<file path="config.mk">
export PLATFORM = sky130hd
export DESIGN_NAME = fifo_write_arbiter
export DESIGN_NICKNAME = d
export VERILOG_FILES = /design/src/rtl/fifo_write_arbiter_pkg.sv /design/src/rtl/fifo_write_arbiter_picker.sv /design/src/rtl/fifo_write_arbiter.sv
export SDC_FILE = /design/constraint.sdc
export NUM_CORES = 1
export LEC_CHECK = 0
export ABC_AREA = 1
export BUFFER_PORTS_ARGS = -buffer_cell sky130_fd_sc_hd__buf_2
export CORE_MARGIN = 4
export CORE_UTILIZATION = 45
export DETAILED_ROUTE_END_ITERATION = 10
export PLACE_DENSITY = 0.84
export SLEW_MARGIN = 20
export SYNTH_ARGS = -nofsm -noshare
export SYNTH_HDL_FRONTEND = slang
export SYNTH_SLANG_ARGS = --single-unit
</file>
<file path="constraint.sdc">
create_clock -name clk -period 2 [get_ports clk]
set_input_delay 0.3 -clock clk [delete_from_list [all_inputs] [get_ports clk]]
set_output_delay 0.3 -clock clk [all_outputs]
set_load 0.01 [all_outputs]
</file>
<file path="src/rtl/fifo_write_arbiter_pkg.sv">
// Shared types for the FIFO write-port arbiter.
// Holds FSM state encoding and the tag placement of written words.
package fifo_write_arbiter_pkg;

  typedef enum logic {
    ST_IDLE  = 1'b0,
    ST_BURST = 1'b1
  } arb_state_e;

  // Requester index sits above the payload in every FIFO word.
  localparam bit TAG_IN_MSB = 1'b1;

endpackage

</file>
<file path="src/rtl/fifo_write_arbiter_picker.sv">
// Rotating-priority encoder: first requester after the pointer wins.
// Purely combinational.
module rr_priority_picker #(
  parameter int NUM_REQ     = 4,
  parameter int LOG_NUM_REQ = 2
) (
  input  logic [NUM_REQ-1:0]     req,
  input  logic [LOG_NUM_REQ-1:0] rr_ptr,
  output logic [LOG_NUM_REQ-1:0] winner,
  output logic                   any_valid
);

  always_comb begin
    winner    = '0;
    any_valid = |req;
    // Walk from farthest to nearest so the nearest hit overwrites.
    for (int k = NUM_REQ; k >= 1; k--) begin
      if (req[(int'(rr_ptr) + k) % NUM_REQ]) begin
        winner = LOG_NUM_REQ'((int'(rr_ptr) + k) % NUM_REQ);
      end
    end
  end

endmodule

</file>
<file path="src/rtl/fifo_write_arbiter.sv">
// Round-robin burst arbiter sharing one FIFO write port.
// Words are tagged with the requester index and written one cycle later.
module fifo_write_arbiter
  import fifo_write_arbiter_pkg::*;
#(
  parameter int NUM_REQ       = 4,
  parameter int LOG_NUM_REQ   = 2,
  parameter int DATA_WIDTH    = 8,
  parameter int MAX_BURST     = 4,
  parameter int LOG_MAX_BURST = 2
) (
  input  logic                            clk,
  input  logic                            rst,
  input  logic [NUM_REQ-1:0]              req_valid,
  input  logic [NUM_REQ*DATA_WIDTH-1:0]   req_data,
  output logic [NUM_REQ-1:0]              req_ready,
  output logic [LOG_NUM_REQ+DATA_WIDTH-1:0] fifo_data_write,
  output logic                            fifo_write,
  input  logic                            fifo_full,
  input  logic                            fifo_almost_full
);

  localparam int CNT_W = (LOG_MAX_BURST < 1) ? 1 : LOG_MAX_BURST;
  localparam logic [CNT_W-1:0] CNT_LAST = CNT_W'(MAX_BURST - 1);
  localparam logic [LOG_NUM_REQ-1:0] PTR_RST = LOG_NUM_REQ'(NUM_REQ - 1);

  arb_state_e state, state_nx;
  logic [LOG_NUM_REQ-1:0] rr_ptr, rr_nx;
  logic [LOG_NUM_REQ-1:0] owner, owner_nx;
  logic [CNT_W-1:0] burst_cnt, cnt_nx;

  logic [LOG_NUM_REQ-1:0] winner;
  logic any_valid;
  logic can_issue;
  logic acc;
  logic [LOG_NUM_REQ-1:0] acc_idx;
  logic [NUM_REQ-1:0] ready_c;
  logic [DATA_WIDTH-1:0] acc_data;
  logic [LOG_NUM_REQ+DATA_WIDTH-1:0] word_c;

  // A write already registered is not yet reflected in almost_full.
  assign can_issue = ~fifo_full & ~(fifo_almost_full & fifo_write);

  rr_priority_picker #(
    .NUM_REQ    (NUM_REQ),
    .LOG_NUM_REQ(LOG_NUM_REQ)
  ) u_picker (
    .req      (req_valid),
    .rr_ptr   (rr_ptr),
    .winner   (winner),
    .any_valid(any_valid)
  );

  always_comb begin
    state_nx = state;
    rr_nx    = rr_ptr;
    owner_nx = owner;
    cnt_nx   = burst_cnt;
    ready_c  = '0;
    acc      = 1'b0;
    acc_idx  = owner;
    unique case (state)
      ST_IDLE: begin
        if (any_valid && can_issue) begin
          acc             = 1'b1;
          acc_idx         = winner;
          owner_nx        = winner;
          ready_c[winner] = 1'b1;
          if (MAX_BURST == 1) begin
            rr_nx  = winner;
            cnt_nx = '0;
          end else begin
            cnt_nx   = CNT_W'(1);
            state_nx = ST_BURST;
          end
        end
      end
      ST_BURST: begin
        if (!req_valid[owner]) begin
          state_nx = ST_IDLE;
          rr_nx    = owner;
          cnt_nx   = '0;
        end else if (can_issue) begin
          acc            = 1'b1;
          ready_c[owner] = 1'b1;
          if (burst_cnt == CNT_LAST) begin
            state_nx = ST_IDLE;
            rr_nx    = owner;
            cnt_nx   = '0;
          end else begin
            cnt_nx = burst_cnt + CNT_W'(1);
          end
        end
      end
      default: state_nx = ST_IDLE;
    endcase
  end

  assign req_ready = rst ? '0 : ready_c;

  assign acc_data = req_data[acc_idx*DATA_WIDTH +: DATA_WIDTH];
  assign word_c   = TAG_IN_MSB ? {acc_idx, acc_data} : {acc_data, acc_idx};

  always_ff @(posedge clk or posedge rst) begin
    if (rst) begin
      state     <= ST_IDLE;
      rr_ptr    <= PTR_RST;
      owner     <= '0;
      burst_cnt <= '0;
    end else begin
      state     <= state_nx;
      rr_ptr    <= rr_nx;
      owner     <= owner_nx;
      burst_cnt <= cnt_nx;
    end
  end

  always_ff @(posedge clk or posedge rst) begin
    if (rst) begin
      fifo_write      <= 1'b0;
      fifo_data_write <= '0;
    end else begin
      fifo_write <= acc;
      if (acc) fifo_data_write <= word_c;
    end
  end

endmodule

</file>
==> metrics.yaml <==
run_status:
  status: "finished with violations"
  violations: "setup timing"
timing:
  tightestPinTransition_ns: 0.642
  worst_hold_slack_ns: 0.135
  finalCriticalPeriod_ns: 2.32
  fin_crit_sh: 1.16
  final-setup-viol-count: 12
  rsz0062_at_grt: "true"
  slew_headroom: 0.571
  fin_skew_ns: 0.00935
  clock.fmax_ghz: 0.431
  setup_ws_ns: -0.320
  finalHoldViolCount: 0
  drv_slew: 0
synthesis:
  synth_warnings: 0
  synthesis.area_sq_um: 1570
  synthCells: 243
  syn_nets: 284
  synth_ff_type: "dfrtp_1"
  synth-edff-count: 0
  synth-async-reset-ratio: 1.00
  synth-seq-cells: 18
  synth_area_leader_cell: "dfrtp_1"
  synth-seq-area-share: 0.288
  ys_top_cells_by_area: "dfrtp_1 (25%), nand2_1 (19%), nand3_1 (11%)"
  synth_top_area_frac: 0.255
  yosysUniqueCellTypes: 31
  synth_area_per_cell_sq_um: 6.46
placement:
  io_buffers: 54
  place_inst: 340
  placed_cell_area_sq_um: 1880
  dpl.hpwl_mm: 3.04
  post-place-ws_ns: -0.0298
  place_congestion: 1.00
worst_setup_path:
  r2r_start: "rr_ptr[0]$_DFFE_PP1P_"
  worstSetupEndpointType: "output port"
  r2r-end: "fifo_data_write[3]$_DFFE_PP0P_"
  cp.arrival_ns: 2.02
  cp_max_fo: 8
  r2r_cells: 15
  crit_type: "flop to output port"
  worst_setup_path_start_kind: "flop"
  r2r_slack_ns: -0.12
  crit_required_ns: 1.70
pwr:
  peakVddDrop_v: 0.000585
  finalPower_mw: 3.14
  power_leakage_nw: 1.26
  powerDensity_nw_per_um2: 1500
global_routing:
  grt_pass1_vias: 1512
  grt_max_degree: 19
  antenna_found_initial: 0
  gr-total-overflow: 0
  gr-usage-all-layers: 0.179
  grt_first_pass_wirelength_mm: 6.34
floorplanning:
  io_pins: 55
  die_area_sq_um: 4500
  initial_utilization: 0.467
  row_count: 21
  fp.dieH_microns: 67.1
  die_w_microns: 67.1
  coreArea_sq_um: 3360
cells_and_area:
  most-common-layout-cells: "nand2_1 (69), buf_2 (54), inv_1 (43)"
  layout-drive-gt1-share: 0.421
  antenna_cells: 0
  nets: 346
  layout_commonest_cell: "nand2_1"
  design_area_sq_um: 2090
  layout.cells.non_filler: 350
  fillers: 319
  area_delta_synth_final_pct: 33.1
detailed_routing:
  drc: 0
  drt-total-wl_mm: 3.99
  first_pass_iters: 4
  via_per_inst: 4.70
  dr.first_iter.drc_count: 93
  post_drt_wl_per_cell_microns: 11.4
  ant_nets: 0
  vias: 1645
cts:
  cts_tree: "built"
  cts_hold_buf: 0
  clkLatencyLatePin_ns: 0.30
  clk_path_buf_depth: 2
  cts_buffers: 3
  cts_root_buf: "clkbuf_4"
  h-tree-depth: 1
  clk_transition_reported_paths_ns: 0.11
  clock-sinks: 18
run:
  max_cap_viol_count: 0
hold_path:
  hold_class: "input port to async pin"
[cells in the mapped netlist (3+ instances only)]
cell and count:
o21ai_0 5, dfrtp_1 16, buf_6 3, nand3_2 7, a21oi_1 6, nand2_2 8
nand2_1 80, inv_2 8, nand3_1 34, nand2_4 3, inv_1 43, nor2_1 7
[worst max-delay path, cell delays in order, from the launching register on]
cell and delay (ns):
dfstp_2 0.68, inv_8 0.08, nand2_2 0.08, nand2_4 0.06
nand2_2 0.06, nand2_1 0.06, nand2_2 0.07, nand2_1 0.05
nand2_1 0.06, nand2_2 0.07, nor2_2 0.13, nand2_1 0.06
a21oi_1 0.13, buf_2 0.14
[cells by family (layout without fill, tap and decap cells)]
group / count (synthesis) / in the layout / share of synthesized area
flip-flops: 18 / 18 / 0.288
adder cells (fa/ha/maj): 1 / 1 / 0.00797
AND/OR/NAND/NOR: 144 / 144 / 0.445
AO/OA/AOI/OAI: 20 / 20 / 0.0837
buffers and inverters: 60 / 121 / 0.175
[worst max path at each step]
stage	cells after the start	slack (ns)	end	start
2_1_floorplan	15	-0.03	req_ready[1]	rr_ptr[0]$_DFFE_PP1P_
3_3_place_gp	11	-0.03	req_ready[3]	rr_ptr[0]$_DFFE_PP1P_
3_5_place_dp	11	-0.03	req_ready[3]	rr_ptr[0]$_DFFE_PP1P_
4_1_cts	13	-0.30	req_ready[3]	rr_ptr[0]$_DFFE_PP1P_
5_1_grt	13	-0.46	req_ready[2]	rr_ptr[0]$_DFFE_PP1P_
6_report	13	-0.32	req_ready[2]	rr_ptr[0]$_DFFE_PP1P_
[flip-flops by register name (all words and copies together) (netlist names)]
signal	flops
fifo_write	1
burst_cnt	2
owner	2
state	1
rr_ptr	2
fifo_data_write	10
[final cells by class]
cell class	count	area, sq um	area share
Multi-Input combinational cell	165	972	0.465
Inverter	53	209	0.100
Clock buffer	4	36.3	0.0174
Tap cell	46	57.6	0.0275
Timing Repair Buffer	64	362	0.173
Sequential cell	18	453	0.217
[routing by layer]
metal	track usage	share of wire	up-vias
met3	0.0202	0.076	4
met5	0	0	-
met1	0.236	0.43	700
met2	0.304	0.48	74
met4	0.0557	0.0090	0
li1	-	-	867
[power breakdown]
group,switching [mW],leakage (nW),internal (mW)
clock network,0.113,0.0210,0.111
registers,0.170,0.219,0.553
logic,1.32,1.02,0.879
total,1.60,1.26,1.54
[stage by stage]
stage | util | setup TNS (ns)
floorplan | - | -0.0502
global placement | 0.558 | -0.0305
detailed placement | 0.558 | -0.0298
CTS | 0.586 | -1.37
global route | 0.621 | -3.76
finish | 0.621 | -1.94
[what timing repair did]
action,CTS,global route
endpoints found under the setup margin,4,12
gates resized for setup,8,24
pin swaps,10,17
buffers inserted,3,3
Note: power is estimated with default switching activity, not from simulation.
